==> src/rtl/heartbeat_gen.sv <==
// -----------------------------------------------------------------------------
// heartbeat_gen
//
// Liveness-qualified heartbeat source for the watchdog path. Once per window
// of PERIOD cycles a one-cycle heartbeat pulse is emitted, but only if the
// control path pulsed `alive` during that window. A rising edge on the
// watchdog's `warning` produces an early beat (when liveness was seen), and
// MISS_LIMIT consecutive beat-less windows put the block into STALL, from
// which any `alive` recovers immediately with a beat.
//
// Ports:
//   clk        system clock, all logic on its rising edge
//   rst        synchronous active-high reset, dominates everything
//   enable     block enable; low forces IDLE on the same edge
//   alive      liveness strobe from the control path
//   warning    watchdog pre-timeout warning (level); acted on at its rising edge
//   heartbeat  registered one-cycle pulse to the watchdog
//   stalled    high while in STALL
//   miss_cnt   consecutive missed windows, saturating at 255
//   beat_cnt   total heartbeats emitted, wraps modulo 2^16
// -----------------------------------------------------------------------------
module heartbeat_gen #(
    parameter int PERIOD     = 1000,
    parameter int MISS_LIMIT = 3
) (
    input  logic        clk,
    input  logic        rst,
    input  logic        enable,
    input  logic        alive,
    input  logic        warning,
    output logic        heartbeat,
    output logic        stalled,
    output logic [7:0]  miss_cnt,
    output logic [15:0] beat_cnt
);

    localparam int               WIN_W    = $clog2(PERIOD);
    localparam logic [WIN_W-1:0] WIN_LAST = WIN_W'(PERIOD - 1);
    localparam logic [WIN_W-1:0] WIN_ZERO = {WIN_W{1'b0}};
    localparam logic [WIN_W-1:0] WIN_ONE  = WIN_W'(1);
    localparam logic [7:0]       MISS_LIM = 8'(MISS_LIMIT);

    typedef enum logic [1:0] {
        ST_IDLE  = 2'd0,
        ST_RUN   = 2'd1,
        ST_STALL = 2'd2
    } state_t;

    state_t           state_r;
    logic [WIN_W-1:0] win_r;
    logic             alive_seen_r;
    logic             warn_prev_r;
    logic             heartbeat_r;
    logic             stalled_r;
    logic [7:0]       miss_cnt_r;
    logic [15:0]      beat_cnt_r;

    logic             eff_alive_s;
    logic             win_end_s;
    logic             warn_rise_s;
    logic             early_beat_s;
    logic [7:0]       miss_inc_s;

    // Saturating 8-bit increment for the miss counter.
    function automatic logic [7:0] sat_inc8(input logic [7:0] v);
        return (v == 8'd255) ? 8'd255 : (v + 8'd1);
    endfunction

    // Per-cycle qualifiers derived from current state and inputs.
    always_comb begin
        eff_alive_s  = alive_seen_r | alive;
        win_end_s    = (win_r == WIN_LAST);
        warn_rise_s  = warning & ~warn_prev_r;
        // A warning edge right after a beat would stretch the pulse to two
        // cycles; it is ignored so the pulse stays exactly one cycle wide.
        early_beat_s = warn_rise_s & eff_alive_s & ~heartbeat_r;
        miss_inc_s   = sat_inc8(miss_cnt_r);
    end

    // Main state machine: window timing, beat decisions and counters.
    always_ff @(posedge clk) begin
        if (rst) begin
            state_r      <= ST_IDLE;
            win_r        <= WIN_ZERO;
            alive_seen_r <= 1'b0;
            warn_prev_r  <= 1'b0;
            heartbeat_r  <= 1'b0;
            stalled_r    <= 1'b0;
            miss_cnt_r   <= 8'd0;
            beat_cnt_r   <= 16'd0;
        end else begin
            warn_prev_r <= warning;
            heartbeat_r <= 1'b0;
            if (!enable) begin
                // Disable wins over any window end or recovery on this edge.
                state_r      <= ST_IDLE;
                win_r        <= WIN_ZERO;
                alive_seen_r <= 1'b0;
                miss_cnt_r   <= 8'd0;
                stalled_r    <= 1'b0;
            end else begin
                case (state_r)
                    ST_IDLE: begin
                        // Enable edge: window starts counting on the next edge.
                        state_r      <= ST_RUN;
                        win_r        <= WIN_ZERO;
                        alive_seen_r <= 1'b0;
                        miss_cnt_r   <= 8'd0;
                        stalled_r    <= 1'b0;
                    end
                    ST_RUN: begin
                        if (win_end_s) begin
                            win_r        <= WIN_ZERO;
                            alive_seen_r <= 1'b0;
                            if (eff_alive_s) begin
                                heartbeat_r <= 1'b1;
                                miss_cnt_r  <= 8'd0;
                                beat_cnt_r  <= beat_cnt_r + 16'd1;
                                stalled_r   <= 1'b0;
                            end else begin
                                miss_cnt_r <= miss_inc_s;
                                if (miss_inc_s >= MISS_LIM) begin
                                    state_r   <= ST_STALL;
                                    stalled_r <= 1'b1;
                                end else begin
                                    stalled_r <= 1'b0;
                                end
                            end
                        end else if (early_beat_s) begin
                            heartbeat_r  <= 1'b1;
                            win_r        <= WIN_ZERO;
                            alive_seen_r <= 1'b0;
                            miss_cnt_r   <= 8'd0;
                            beat_cnt_r   <= beat_cnt_r + 16'd1;
                            stalled_r    <= 1'b0;
                        end else begin
                            win_r        <= win_r + WIN_ONE;
                            alive_seen_r <= eff_alive_s;
                            stalled_r    <= 1'b0;
                        end
                    end
                    ST_STALL: begin
                        if (alive) begin
                            // Immediate recovery: beat on the same edge.
                            state_r      <= ST_RUN;
                            heartbeat_r  <= 1'b1;
                            win_r        <= WIN_ZERO;
                            alive_seen_r <= 1'b0;
                            miss_cnt_r   <= 8'd0;
                            beat_cnt_r   <= beat_cnt_r + 16'd1;
                            stalled_r    <= 1'b0;
                        end else if (win_end_s) begin
                            win_r      <= WIN_ZERO;
                            miss_cnt_r <= miss_inc_s;
                            stalled_r  <= 1'b1;
                        end else begin
                            win_r     <= win_r + WIN_ONE;
                            stalled_r <= 1'b1;
                        end
                    end
                    default: begin
                        state_r      <= ST_IDLE;
                        win_r        <= WIN_ZERO;
                        alive_seen_r <= 1'b0;
                        miss_cnt_r   <= 8'd0;
                        stalled_r    <= 1'b0;
                    end
                endcase
            end
        end
    end

    assign heartbeat = heartbeat_r;
    assign stalled   = stalled_r;
    assign miss_cnt  = miss_cnt_r;
    assign beat_cnt  = beat_cnt_r;

endmodule

==> config.mk <==
export PLATFORM = sky130hd
export DESIGN_NAME = heartbeat_gen
export DESIGN_NICKNAME = d
export VERILOG_FILES = /design/src/rtl/heartbeat_gen.sv
export SDC_FILE = /design/constraint.sdc
export NUM_CORES = 1
export LEC_CHECK = 0
export BUFFER_PORTS_ARGS = -buffer_cell sky130_fd_sc_hd__buf_2
export CAP_MARGIN = 40
export CORE_UTILIZATION = 35
export DETAILED_ROUTE_END_ITERATION = 10
export HOLD_SLACK_MARGIN = 0.08
export PLACE_DENSITY_LB_ADDON = 0.12
export RECOVER_POWER = 50
export SLEW_MARGIN = 30
export SYNTH_ARGS = -nofsm -noshare
export SYNTH_HDL_FRONTEND = slang
export SYNTH_SLANG_ARGS = --single-unit
==> constraint.sdc <==
create_clock -name clk -period 6.3 [get_ports clk]
set_clock_uncertainty 0.05 [all_clocks]
set_input_delay 0 -clock clk [delete_from_list [all_inputs] [get_ports clk]]
set_output_delay 0 -clock clk [all_outputs]
set_load 0.02 [all_outputs]
# After elaboration in Yosys (flattened, before gate mapping)
# Cells that the tools add are included.
# Widths: inputs -> output; s select.
# totals
register_bits,40
inputBits,5
elab_cells,72
# op_classes
n_addsub,3
n_lt_le_gt_ge,1
n_eq_ne,11
n_mux,36
bitwise,7
reduce_logical,6
# ops
op,count
$mux 16,4
$mux 8,6
$mux 10,4
$pmux 16 s2,1
$pmux 10 s2,1
$add 16x1->16 const B,1
$pmux 8 s2,1
$mux 1,11
$add 10x1->10 const B,1
$eq 10x10->1 const B,1
$ne 3x3->1 const B,3
$add 8x1->8 const B,1
$eq 8x8->1 const B,1
$ge 8x2->1 const B,1
$mux 2,4
$ne 2x2->1 const B,4
$pmux 1 s2,3
$pmux 2 s3,1
$reduce_and 5->1,1
$reduce_and 4->1,1
$and 1x1->1,3
$not 1->1,3
$eq 2x1->1 const B,1
$eq 2x2->1 const B,1
other kinds (5),5

# Depth between registers and ports, before layout
# depth
depth_word,7
ltp_mapped,9

# Worst setup path after synthesis
# No wires, ideal clock.
# synth_path
kind,register to register
startpoint,reg miss_cnt_r[0] (netlist: miss_cnt[0])
endpoint,reg state_r[0]
setup_time_ns,0.123
arrival_ns,2.201
path_slack_ns,3.925
path_stages_with_launch,8
path_buffers,0
period_less_slack_ns,2.375
cell_sequence,dfxtp_1 -> ha_1 -> and3_4 -> and3_4 -> or3_1 -> a221o_1 -> a41oi_2 -> mux2_1
# synth_via
elab_chain_cells,5
word_cells_on_any_way,6
cone_classes,add/sub: 1; order compare: 1; eq/ne: 2; mux: 1; reduce/logical: 1
# synth_rtl
element,line_no,rtl
"start, declared",55,logic [7:0] miss_cnt_r;
"start signal, assigned",121,miss_cnt_r <= miss_inc_s;
"start signal, assigned",154,miss_cnt_r <= miss_inc_s;
$add 8x1->8 / $eq 8x8->1 (equally long branches),66,return (v == 8'd255) ? 8'd255 : (v + 8'd1);
$mux 8 (*),66,
$ge 8x2->1 (*),122,if (miss_inc_s >= MISS_LIM) begin
$ne 2x2->1 (no line) (*),-,
$reduce_and 4->1 (no line) (*),-,
"end signal, assigned",83,state_r <= ST_IDLE;
"end signal, assigned",123,state_r <= ST_STALL;
"end signal, assigned",145,state_r <= ST_RUN;
"end, declared",49,state_t state_r;
# Mark *: on every way between the ends. The rest lies on a longest branch, timed or not.
# A chain may end at the register's enable or synchronous reset.

# Worst setup path after layout
# layout_path
startpoint,reg state_r[1]
endpoint,reg miss_cnt_r[5] (netlist: miss_cnt[5])
# layout_via
elab_chain_cells,3
word_cells_on_any_way,6
cone_classes,eq/ne: 4; mux: 1; reduce/logical: 1
# layout_rtl
element,line_no,rtl
"start signal, assigned",83,
"start signal, assigned",96,state_r <= ST_IDLE;
"start signal, assigned",105,state_r <= ST_RUN;
$eq 2x1->1 / $eq 2x2->1 (equally long branches),102,case (state_r)
$ne 3x3->1 (no line),-,
$reduce_and 2->1 (no line),-,
# Parallel ways exist; a longest one is shown, timed or not.

==> metrics.txt <==
WL per Instance 12.3 microns; CTS tree built; crit path cell chain inv_1 > ha_1 > or3b_1 > or4_1 > a21boi_0 > o21ai_0 > a211oi_2; final hold vios 0; total CTS buffers 5; synthesis-to-finish area growth 13.2%; layout cells sized above 1 8.36%; ys async rst share 0%; crit path buf inv count 1; Max Clock Freq 344 MHz; status completed; CP Depth 7; Post-layout nets 286; Synth cell types 50; Worst Setup EP miss_cnt[5]$_SDFFE_PP0P_; die width 79.3 microns; placer congestion estimate 0.755; Final Critical Period 2910 ps; setup_tns 0 ps; vias per inst 5.12; Worst setup SP type flop; Final Max Tran Viols 0; Tot Pwr 0.457 mW; DRC 0; post-route ant nets 0; vias after detailed routing 1775; Critical-path top delay cell a21boi_0; mux share of post-synthesis cell area 2.28%; share of the synthesized area in the top cell type 38.3%; GRT Total Usage 15.2%; initial antenna violation count 0; PD cells 193 nW/um^2; initial drt markers 67; largest area contributor in the netlist dfxtp_1; largest cells by area after synthesis dfxtp_1, nor2_1, xnor2_1; Worst-path clk slew 80 ps; RSZ-0062 raised after global routing false; max_slew headroom 38.8%; IO Count 31; Synth Register Bits 40; Remaining Overflow, GRT 0; number of cell rows 27; Setup Fix Bufs, Post-CTS 0; CTS root buffer clkbuf_8; largest net degree at the start of global routing 21; fill cell total of the finished layout 588; Core ar. 5640 sq um; Simple-Gate Fraction of Synth Area 29.0%; most frequent cells after synthesis dfxtp_1, nor2_1, a21oi_1; ant diodes 0; RR Endpoint miss_cnt[5]$_SDFFE_PP0P_; worst-case reg-to-reg path depth 7; cell leakage power 0.750 nW; Post-Synth XOR/XNOR Area 7.96%; Min-Delay Path Class in -> reg; CP Class reg -> reg; largest family of logic cells by synthesized area simple AND/OR/NAND/NOR gates; hpwl dp 3.01 mm; Peak VDD IR 0.111 mV; most frequent cell after synthesis dfxtp_1; family with the most delay on the worst path compound AO/OA/AOI/OAI gates; initial core utilization 37.0%; Syn Nets 250; CP required 6470 ps; Worst-Skew Late Latency 290 ps; Post-Syn Instances 238; syn_area_per_cell 8.78 sq um; part of the cycle the worst path needs 46.1%; Max Cap Viol 0; H-tree depth 2; vias in the first global route 1612; post-synthesis sequential area ratio 38.3%; # clock sinks 40; first drt pass iteration count 4; DIE AREA 6280 sq um; clock buffer depth 2; Buffers on Ports 30; worst-margin pin slew 911 ps; die height 79.3 microns; Warnings, synthesis 0; Arrival @ worst endpoint 3070 ps; global-route wire length before repair 7.44 mm; final setup vio count 0; CP max stage delay 740 ps; Compound-Gate Fraction of Synth Area 14.9%; launch point of the critical path state_r[1]$_SDFFE_PP0P_; reg2reg setup slack 3390 ps; origin of the critical flop-to-flop path state_r[1]$_SDFFE_PP0P_; number of enable flip-flop cells after synthesis 0; Post-Syn Area 2090 sq um; area share of fa/ha/maj cells after synthesis 4.19%; Crit. End Element flop; Main synth FF type dfxtp_1; Worst Path Max Fanout 8; DRT Wirelength 4.27 mm
## stage by stage
step / worst slack, ps / util [%] / cells / hold slack (ps) / instance area, sq um
6_report: 3390 / 41.9 / 347 / 86.2 / 2360
2_1_floorplan: 3930 / - / 238 / 83.0 / 2090
5_1_grt: 3160 / 41.9 / 347 / 102 / 2360
3_5_place_dp: 3810 / 40.7 / 334 / 232 / 2290
4_1_cts: 3780 / 43.2 / 347 / 81.4 / 2430
3_3_place_gp: 3830 / 40.7 / 334 / 224 / 2290
## worst register-to-register path, delay by kind of cell, from the launching register on
| family | cells | cell delay [ps] |
|---|---|---|
| AO/OA/AOI/OAI | 3 | 1250 |
| flip-flops | 1 | 340 |
| adder cells (fa/ha/maj) | 1 | 260 |
| AND/OR/NAND/NOR | 2 | 860 |
| buffers and inverters | 1 | 80 |
## flip-flops by register name, summed over array words and instances, names as in the netlist
signal,cells
state_r,2
beat_cnt,16
warn_prev_r,1
alive_seen_r,1
stalled,1
heartbeat,1
win_r,10
miss_cnt,8
## kinds of logic after synthesis
family / after synthesis
AO/OA/AOI/OAI: 41
XOR/XNOR: 19
adder cells (fa/ha/maj): 7
buffers and inverters: 15
flip-flops: 40
multiplexers: 4
AND/OR/NAND/NOR: 112
## per-layer routing
layer	up-vias	routed length [microns]	GRT usage, %
met4	0	48	4.91
met1	822	2060	18.9
met5	-	0	0
met3	4	133	3.79
li1	918	-	-
met2	31	2030	25.4
## layout make-up
cell class / instances / area [sq um] / area share [%]
repair buffers: 35 / 166 / 7.04
well taps: 72 / 90.1 / 3.81
flip-flops and latches: 40 / 801 / 33.9
clock buffers: 8 / 90.1 / 3.81
multi-input cells: 183 / 1180 / 50.1
inverters: 9 / 33.8 / 1.43
## how the worst min path moves through the flow
| stage | start | endpoint | slack, ps | depth (start not counted) |
|---|---|---|---|---|
| floorplan | alive | heartbeat$_SDFF_PP0_ | 80 | 2 |
| global placement | warning | warn_prev_r$_SDFF_PP0_ | 220 | 3 |
| detailed placement | warning | warn_prev_r$_SDFF_PP0_ | 230 | 3 |
| CTS | enable | stalled$_SDFF_PP0_ | 80 | 4 |
| global route | enable | stalled$_SDFF_PP0_ | 100 | 4 |
| finish | enable | stalled$_SDFF_PP0_ | 90 | 4 |
## repair_timing
| item | 4_1_cts | 5_1_grt |
|---|---|---|
| hold buffers | 5 | 0 |
| gates resized for setup | 0 | 0 |
| endpoints found under the hold margin | 17 | 0 |
## power by group
group	internal (mW)	switching, mW	total [mW]	leakage, nW
Sequential	0.254	0.00142	0.255	0.323
Combinational	0.00823	0.0149	0.0231	0.382
Clock	0.0895	0.0886	0.178	0.0455
## layout by cell type, fill, tap and decap left out, drive strengths merged, types with 3 or more instances in the layout
cell,Yosys,final
dfxtp,40,40
clkbuf,3,35
nor2,34,34
a21oi,16,16
nand3,15,15
nand2,15,15
xnor2,14,14
nor3,13,13
inv,9,9
o21ai,8,8
ha,7,7
and3,6,6
nor4,5,5
or3,5,5
xor2,5,5
dlygate4sd3,0,5
nand4,4,4
nor2b,3,3
a211oi,3,3
o211ai,3,3
buf,3,3
mux2,3,3
(Power assumes the default switching activity.)
